File: src/rtl/multi_timer_pkg.sv
// Shared register map and control-bit layout for the multi_timer block.
package multi_timer_pkg;

  localparam logic [7:0] OFF_COUNT   = 8'h00;
  localparam logic [7:0] OFF_STATUS  = 8'h04;
  localparam logic [7:0] OFF_IRQID   = 8'h08;
  localparam logic [7:0] OFF_CH_BASE = 8'h10;
  localparam logic [7:0] CH_STRIDE   = 8'h10;

  localparam logic [3:0] OFF_CMP  = 4'h0;
  localparam logic [3:0] OFF_PER  = 4'h4;
  localparam logic [3:0] OFF_CTRL = 4'h8;

  localparam int unsigned CTRL_EN       = 0;
  localparam int unsigned CTRL_PERIODIC = 1;
  localparam int unsigned CTRL_IE       = 2;
  localparam int unsigned CTRL_W        = 3;

  function automatic logic [7:0] ch_base(input int unsigned idx);
    return OFF_CH_BASE + 8'(idx) * CH_STRIDE;
  endfunction

endpackage

File: src/rtl/timer_channel.sv
// One compare channel: COMPARE/PERIOD/CTRL registers, match detection and pending flag.
module timer_channel
  import multi_timer_pkg::*;
#(
  parameter int unsigned CNT_W = 32
) (
  input  logic             clk_i,
  input  logic             reset_i,
  input  logic [CNT_W-1:0] count_i,
  input  logic [CNT_W-1:0] wdata_i,
  input  logic             we_cmp_i,
  input  logic             we_per_i,
  input  logic             we_ctrl_i,
  input  logic             clr_i,
  input  logic [3:0]       reg_off_i,
  output logic             fire_o,
  output logic             pending_o,
  output logic             ie_o,
  output logic [31:0]      rdata_o
);

  logic [CNT_W-1:0]  cmp_q, cmp_d;
  logic [CNT_W-1:0]  per_q, per_d;
  logic [CTRL_W-1:0] ctrl_q, ctrl_d;
  logic              pending_q, pending_d;

  assign fire_o    = ctrl_q[CTRL_EN] && (count_i == cmp_q);
  assign pending_o = pending_q;
  assign ie_o      = ctrl_q[CTRL_IE];

  always_comb begin
    cmp_d  = cmp_q;
    per_d  = per_q;
    ctrl_d = ctrl_q;
    if (fire_o) begin
      if (ctrl_q[CTRL_PERIODIC]) begin
        cmp_d = cmp_q + per_q;
      end else begin
        ctrl_d[CTRL_EN] = 1'b0;
      end
    end
    // Software writes are applied last so they override fire side effects.
    if (we_cmp_i)  cmp_d  = wdata_i;
    if (we_per_i)  per_d  = wdata_i;
    if (we_ctrl_i) ctrl_d = wdata_i[CTRL_W-1:0];
    pending_d = fire_o | (pending_q & ~clr_i);
  end

  always_comb begin
    rdata_o = '0;
    case (reg_off_i)
      OFF_CMP:  rdata_o = 32'(cmp_q);
      OFF_PER:  rdata_o = 32'(per_q);
      OFF_CTRL: rdata_o = 32'(ctrl_q);
      default:  rdata_o = '0;
    endcase
  end

  always_ff @(posedge clk_i) begin
    if (reset_i) begin
      cmp_q     <= '1;
      per_q     <= '0;
      ctrl_q    <= '0;
      pending_q <= 1'b0;
    end else begin
      cmp_q     <= cmp_d;
      per_q     <= per_d;
      ctrl_q    <= ctrl_d;
      pending_q <= pending_d;
    end
  end

endmodule

File: src/rtl/multi_timer.sv
// Memory-mapped multi-channel interrupt timer: shared free-running counter, address decode,
// read mux and lowest-index interrupt priority encoder.
module multi_timer
  import multi_timer_pkg::*;
#(
  parameter int unsigned NUM_CH    = 4,
  parameter int unsigned CNT_W     = 32,
  parameter logic [31:0] BASE_ADDR = 32'hFFFF0000
) (
  input  logic              clk,
  input  logic              reset,
  input  logic [31:0]       address,
  input  logic [31:0]       wr_data,
  input  logic              MemRead,
  input  logic              MemWrite,
  output logic [31:0]       rd_data,
  output logic              hit,
  output logic              irq,
  output logic [2:0]        irq_id,
  output logic [NUM_CH-1:0] pending
);

  logic [CNT_W-1:0]  count_q, count_d;
  logic [7:0]        word_off;
  logic              wr_en;
  logic [NUM_CH-1:0] status_clr;
  logic [NUM_CH-1:0] ch_sel;
  logic [NUM_CH-1:0] ie;
  logic [NUM_CH-1:0] unused_fire;
  logic [31:0]       ch_rd [NUM_CH];
  logic [31:0]       rd_mux;
  logic              unused_bits;

  assign word_off    = {address[7:2], 2'b00};
  assign hit         = (address[31:8] == BASE_ADDR[31:8]);
  assign wr_en       = MemWrite & hit;
  assign status_clr  = (wr_en && word_off == OFF_STATUS) ? wr_data[NUM_CH-1:0] : '0;
  assign unused_bits = ^{address[1:0], wr_data};

  always_comb begin
    count_d = count_q + CNT_W'(1);
    if (wr_en && word_off == OFF_COUNT) begin
      count_d = wr_data[CNT_W-1:0];
    end
  end

  always_ff @(posedge clk) begin
    if (reset) begin
      count_q <= '0;
    end else begin
      count_q <= count_d;
    end
  end

  for (genvar i = 0; i < NUM_CH; i++) begin : g_ch
    localparam logic [7:0] ChBase = ch_base(i);

    assign ch_sel[i] = (word_off[7:4] == ChBase[7:4]);

    timer_channel #(
      .CNT_W(CNT_W)
    ) u_channel (
      .clk_i     (clk),
      .reset_i   (reset),
      .count_i   (count_q),
      .wdata_i   (wr_data[CNT_W-1:0]),
      .we_cmp_i  (wr_en && ch_sel[i] && word_off[3:0] == OFF_CMP),
      .we_per_i  (wr_en && ch_sel[i] && word_off[3:0] == OFF_PER),
      .we_ctrl_i (wr_en && ch_sel[i] && word_off[3:0] == OFF_CTRL),
      .clr_i     (status_clr[i]),
      .reg_off_i (word_off[3:0]),
      .fire_o    (unused_fire[i]),
      .pending_o (pending[i]),
      .ie_o      (ie[i]),
      .rdata_o   (ch_rd[i])
    );
  end

  // Scan from the top down so the lowest enabled pending channel wins.
  always_comb begin
    irq    = 1'b0;
    irq_id = '0;
    for (int i = int'(NUM_CH) - 1; i >= 0; i--) begin
      if (pending[i] && ie[i]) begin
        irq    = 1'b1;
        irq_id = 3'(i);
      end
    end
  end

  always_comb begin
    rd_mux = '0;
    case (word_off)
      OFF_COUNT:  rd_mux = 32'(count_q);
      OFF_STATUS: rd_mux = 32'(pending);
      OFF_IRQID:  rd_mux = 32'(irq_id);
      default: begin
        for (int i = 0; i < int'(NUM_CH); i++) begin
          if (ch_sel[i]) rd_mux = ch_rd[i];
        end
      end
    endcase
  end

  assign rd_data = (hit && MemRead) ? rd_mux : '0;

endmodule

File: config.mk
export PLATFORM = sky130hd
export DESIGN_NAME = multi_timer
export DESIGN_NICKNAME = d
export VERILOG_FILES = /design/src/rtl/multi_timer_pkg.sv /design/src/rtl/timer_channel.sv /design/src/rtl/multi_timer.sv
export SDC_FILE = /design/constraint.sdc
export NUM_CORES = 1
export LEC_CHECK = 0
export CORE_ASPECT_RATIO = 1.25
export CORE_MARGIN = 1
export CORE_UTILIZATION = 40
export CTS_BUF_LIST = sky130_fd_sc_hd__clkbuf_8
export DETAILED_ROUTE_END_ITERATION = 16
export PLACE_DENSITY = 0.63
export RECOVER_POWER = 50
export SYNTH_ARGS = -nofsm -noshare
export SYNTH_HDL_FRONTEND = slang
export SYNTH_SLANG_ARGS = --single-unit
File: constraint.sdc
create_clock -name clk -period 6.4 [get_ports clk]
set_input_delay 1.28 -clock clk [delete_from_list [all_inputs] [get_ports clk]]
set_output_delay 1.28 -clock clk [all_outputs]
set_load 0.01 [all_outputs]
### Yosys cells after proc, flatten, opt, wreduce, memory -nomap -nowiden

Index checks and enable logic that the tools add are counted.

* bits in registers: 304
* input port bits: 68
* logic and storage cells: 149

* add/subtract/negate cells: 5
* eq/ne operators: 17
* mux-type cells: 44
* bitwise operators: 13
* reduce and logical (&&, ||, !) cells: 49

Operator list (count)
* two-way mux 32 bit: 18
* one-hot mux 32 bit (3 select lines): 5
* adder 32 bit: 4
* equality test 32 bit: 4
* adder 32 x 1 -> 32 bit, second input constant: 1
* logical AND 1 bit: 27
* equality test 24 bit, second input constant: 1
* nonzero test 2 bit: 12
* two-way mux 1 bit: 16
* AND reduction 2 bit: 8
* two-way mux 3 bit: 3
* equality test 4 x 2 -> 1 bit, second input constant: 2
* logical NOT 8 bit: 1
* inequality test 2 x 1 -> 1 bit, second input constant: 4
* equality test 6 x 1 -> 1 bit, second input constant: 1
* equality test 6 x 2 -> 1 bit, second input constant: 1
* bitwise AND 1 bit: 5
* equality test 4 x 1 -> 1 bit, second input constant: 1
* equality test 4 x 3 -> 1 bit, second input constant: 1
* logical NOT 4 bit: 1
* two-way mux 4 bit: 1
* inverter 1 bit: 4
* OR 1 bit: 4
* equality test 2 x 1 -> 1 bit, second input constant: 1
* other kinds (2): 2

### Logic depth before layout (Yosys ltp)

* depth in word-level cells: 8
* mapped depth: 14
* gate-level depth less buffers: 12

### By module

From an unflattened synthesis, not the netlist that was laid out.

* cell total of the unflattened synthesis: 2904
* area total of the unflattened synthesis: 23466.3 sq um

Modules (own cells, without submodules)
* timer_channel (g_ch[2].u_channel ...): instances 2, cells each 635, area each 5190.0 sq um, seq. area each 1361.3 sq um
* timer_channel (g_ch[1].u_channel): instances 1, cells each 619, area each 5175.0 sq um, seq. area each 1361.3 sq um
* timer_channel (g_ch[0].u_channel): instances 1, cells each 543, area each 4683.2 sq um, seq. area each 1361.3 sq um
* multi_timer: instances 1, cells each 472, area each 3228.1 sq um, seq. area each 640.6 sq um

### Worst setup path before layout

Ideal clock, no wire load.

* path type: in2out
* start: in address[4]
* end: out rd_data[10]
* data arrival time: 3.340 ns
* data required time: 5.120 ns
* slack: 1.780 ns
* stages on the path: 9
* path buffers: 3
* cell sequence: clkbuf_1 nor3_1 nand2_1 nor2_1 and2_1 clkbuf_1 clkbuf_1 nand2_1 a21oi_1

* word-level cells in the longest chain between the ends: 7

Ends and longest elaborated chain
* from (decl): RTL line multi_timer.sv:12 `input logic [31:0] address,`
* equality test 4 x 1 -> 1 bit: RTL line multi_timer.sv:58 `assign ch_sel[i] = (word_off[7:4] == ChBase[7:4]);`
* two-way mux 32 bit (4 in series): RTL line multi_timer.sv:99 `if (ch_sel[i]) rd_mux = ch_rd[i];`
* one-hot mux 32 bit (3 select lines) *: RTL line multi_timer.sv:93 `case (word_off)`
* two-way mux 32 bit *: RTL line multi_timer.sv:105 `assign rd_data = (hit && MemRead) ? rd_mux : '0;`
* to (decl): RTL line multi_timer.sv:16 `output logic [31:0] rd_data,`

Every way passes the cells marked *; elsewhere a longest branch is shown, timed or not.

### Final worst setup path

* start: in address[9]
* end: out rd_data[0]

* word-level cells in the longest chain between the ends: 3

Ends and longest elaborated chain
* equality test 24 bit: RTL line multi_timer.sv:35 `assign hit = (address[31:8] == BASE_ADDR[31:8]);`
* logical AND 1 bit: RTL line multi_timer.sv:105
* two-way mux 32 bit: RTL line multi_timer.sv:105

Every way passes these cells.

==> results.md <==
- Setup total negative slack on the finished layout was measured at 0 ns.
- The clock latency on the worst-skew pair is roughly 0.70 ns.
- The count of unresolved DRC violations after routing is 0.
- The number of global-route vias before repair is about 22000.
- The cell area reported after detailed placement is approximately 0.024 mm².
- The switching portion of total power is between 20% and 30%.
- The synthesized design contains 304 register bits.
- For this run, the number of Yosys warnings is 0.
- The wire-length estimate of the detail-placed layout is between 70000 and 80000 µm.
- The final period utilization is roughly 90%.
- Counting distinct cell types in the post-synthesis netlist gives 74.
- The initial antenna violation count is 2.
- In the final routed layout, each cell accounts on average for ~26 µm.
- In the post-synthesis netlist, the biggest area contributors are sky130_fd_sc_hd__dfxtp_1 27%, sky130_fd_sc_hd__nand2_1 8.0%, sky130_fd_sc_hd__a21oi_1 7.7%.
- The area of the core region is ~0.056 mm².
- The number of core rows is 97.
- The clock tree skew after final layout is between 0.03 and 0.04 ns.
- The net count of the finished layout is 3295.
- The run finished, with violations left.
- The most instantiated flip-flop cell in the synthesis netlist is sky130_fd_sc_hd__dfxtp_1.
- The type of the worst setup path is input pin to primary output.
- The count of cells along the worst hold path is 2.
- In this run the worst hold path is classified as flip-flop to flip-flop.
- The power density over the cells is about 170 mW/mm².
- After synthesis, the share of flip-flops with an asynchronous set or reset is 0%.
- The smallest clock period supported by the final layout is computed as around 5.9 ns.
- Total power for the finished layout comes to 4.298 mW.
- The endpoint of the worst register-to-register path is g_ch[1].u_channel.cmp_q[31].
- Buffers inserted during clock tree synthesis total between 50 and 60.
- The worst setup path is launched from an input pin.
- The max-slew violation count came to around 260.
- Counting every net in the synthesized netlist gives 3309.
- The number of buffers inserted for hold repair after clock tree synthesis is 0.
- Internal power comes to 3.139 mW.
- The checks that failed: capacitance limit, slew limit.
- The summed area of non-filler cells in the final layout is between 0.02 and 0.03 mm².
- The startpoint identified for the worst register-to-register timing path is count_q[9].
- The terminating pin of the worst hold path is g_ch[3].u_channel.per_q[5].
- The die is between 200 and 300 µm tall.
- The final estimated routing congestion in global placement is ~1.0.
- The startpoint identified for the worst hold timing path is g_ch[3].u_channel.per_q[5].
- The routed layout has 23950 vias.
- By instance count, the leading cell after synthesis is sky130_fd_sc_hd__nand2_1.
- The cell type contributing the most total cell area after synthesis is sky130_fd_sc_hd__dfxtp_1.
- The length of the first detailed-routing pass in iterations is 7.
- In this run the number of H-tree levels came out at 2.
- After detailed routing, the number of vias per cell comes to roughly 6.2.
- The largest vdd supply drop is between 0.0001 and 0.00015 V.
- The static power due to leakage is ~10 nW.
- Across all register-to-register paths, the minimum setup slack is roughly 1.3 ns.
- The net switching power of the design is about 1.2 mW.
- The worst setup path is captured at a primary output.
- Per report_power, the combinational group accounts for under 10% of the total.
- Setup repair after global routing left no endpoint under its margin.
- The number of buffer cells added on primary ports is approximately 110.
- Global routing finished with a remaining overflow of 0.
- The final number of setup-violating endpoints is 0.
- The final hold violation count was 0.
- The depth of the most critical reg-to-reg path is 10.
- Global routing used between 30 and 40% of the available tracks across all layers.
- The x dimension of the die is 215.4 µm.
- The number of setup buffers added after CTS is 0.
- TritonCTS built the clock tree.
- In this run the tightest slew margin relative to its limit is -95.45%.
- The final layout contains routed wiring with a total length of roughly 100000 µm.
- The count of pins on the block boundary is roughly 110.
- The upper clock frequency limit is 0.1697 GHz.
- The tree built by TritonCTS fans out to around 300 sinks.
- Post-CTS repair changed the size of 0 cells.
- The number of enable flip-flop cells after synthesis is 0.
- The maximum number of pins on one net before global-route repair is between 70 and 80.
- Clock-pin slew was measured on the worst setup and hold paths at approximately 0.06 ns.
- The first global-routing pass estimated around 150000 µm of wire.
- For the pin with the worst max-slew slack, the measured transition is 2.932 ns.
- The layout-stage area growth over the synthesis result is 11.94%.
- Synthesis produced a netlist whose cell count is approximately 3100.
- The proportion of synthesized chip area in sequential cells is approximately a quarter.
- The critical path required time is about 5.1 ns.
- The die covers about 0.058 mm².
- Of all nets on the critical path, the largest fanout is 6.
- The number of maximum-capacitance violations is 7.
- The cell chosen for the clock root is sky130_fd_sc_hd__clkbuf_8.
- The sequential share of power is between 40 and 50%.
- Sorting the synthesized cells by how often they occur yields 486 x sky130_fd_sc_hd__nand2_1, 351 x sky130_fd_sc_hd__a21oi_1, 304 x sky130_fd_sc_hd__dfxtp_1.
- The post-synthesis cell area is about 0.023 mm².
- Per report_power, the clock group accounts for a little under 50% of the total.
- For the worst setup path, the data arrival time is approximately 4.6 ns.
- The final core area utilization is between 40 and 50%.
- The fraction of final layout cells sized beyond drive strength 1 is 5.892%.
- The synthesized design devotes to its leading area cell type 26.74% of total area.
- The synthesized area per cell is 7.313 µm².
- The first-iteration detailed-routing DRC count is approximately 2500.
- The initial utilization of the core area, before any placement, comes to approximately 40%.
- The number of nets with antenna violations after detailed routing is 0.
- The maximum number of buffers from clock root to sink is 3.
==> worst max-delay path, cell delays in order <==
cell and delay (ns):
sky130_fd_sc_hd__clkdlybuf4s50_1 0.40, sky130_fd_sc_hd__or4_1 0.51, sky130_fd_sc_hd__or4_4 0.48, sky130_fd_sc_hd__nor3_1 0.26
sky130_fd_sc_hd__clkbuf_1 0.39, sky130_fd_sc_hd__o2111ai_1 0.31, sky130_fd_sc_hd__a221oi_1 0.27, sky130_fd_sc_hd__buf_4 0.18
sky130_fd_sc_hd__clkdlybuf4s50_1 0.53
==> worst max path at each step <==
| stage | start | cells after the start | end |
|---|---|---|---|
| 2_1_floorplan | address[4] | 9 | rd_data[10] |
| 3_3_place_gp | address[5] | 10 | rd_data[8] |
| 3_5_place_dp | address[5] | 10 | rd_data[8] |
| 4_1_cts | address[7] | 10 | rd_data[30] |
| 5_1_grt | address[9] | 9 | rd_data[0] |
| 6_report | address[9] | 9 | rd_data[0] |
==> placed cells by master, fill, tap and decap left out, types with 71 or more instances in the layout <==
master                            count
sky130_fd_sc_hd__a211oi_1            78
sky130_fd_sc_hd__a21oi_1            351
sky130_fd_sc_hd__clkbuf_8            71
sky130_fd_sc_hd__clkdlybuf4s50_1     95
sky130_fd_sc_hd__dfxtp_1            304
sky130_fd_sc_hd__ha_1               125
sky130_fd_sc_hd__mux2i_1            124
sky130_fd_sc_hd__nand2_1            486
sky130_fd_sc_hd__nor2_1             285
sky130_fd_sc_hd__o21ai_0            253
sky130_fd_sc_hd__xnor2_1            117
sky130_fd_sc_hd__xor2_1             137
==> power by group through the flow <==
stage	combinational, mW	clock [mW]	sequential (mW)
floorplan	0.152	0	1.94
global placement	0.305	0	1.94
detailed placement	0.304	0	1.94
CTS	0.305	2.11	1.90
global route	0.322	2.19	1.90
finish	0.315	2.08	1.90
==> cell families after synthesis <==
group	after synthesis	synth area share, %
flops	304	26.74
other cells	1	0.01648
mux	137	6.196
compound gates	943	24.73
xor+xnor	254	9.775
fa+ha+maj	129	7.224
buf+inv	280	4.728
simple gates	1064	20.59
==> layout make-up <==
class,count,area (µm²)
clock buffers,71,977.2
clock inverters,29,227.7
repair buffers,173,1534
well taps,742,928.4
diodes,2,5.005
multi-input cells,2528,15590
fillers,5651,30590
flip-flops and latches,304,6086
inverters,35,132.6
==> registers in the layout, summed over array words and instances, names as in the netlist <==
| name | count |
|---|---|
| g_ch.u_channel.ctrl_q | 12 |
| g_ch.u_channel.per_q | 128 |
| count_q | 32 |
| g_ch.u_channel.pending_o | 4 |
| g_ch.u_channel.cmp_q | 128 |
==> stage by stage <==
step                      hold WS (ns)  cells  setup WS (ns)
final                           0.4796   3884         0.5079
after CTS                       0.4796   3882         0.7492
after global placement          0.4611   3782         0.7558
after floorplan                 0.4502   3112          1.780
after global routing            0.4996   3883         0.3946
after detailed placement        0.4696   3782         0.7741
==> per-layer routing <==
layer	share of wire (%)	vias to the layer above	global-route usage, %	routed length [µm]
met1	38	11270	40.24	37750
met5	0	-	0	0
met2	45	1322	55.10	45020
met4	8.8	0	26.53	8827
met3	8.5	359	4.918	8462
li1	-	11000	-	-
No activity file was read; power rests on OpenSTA's default activity.
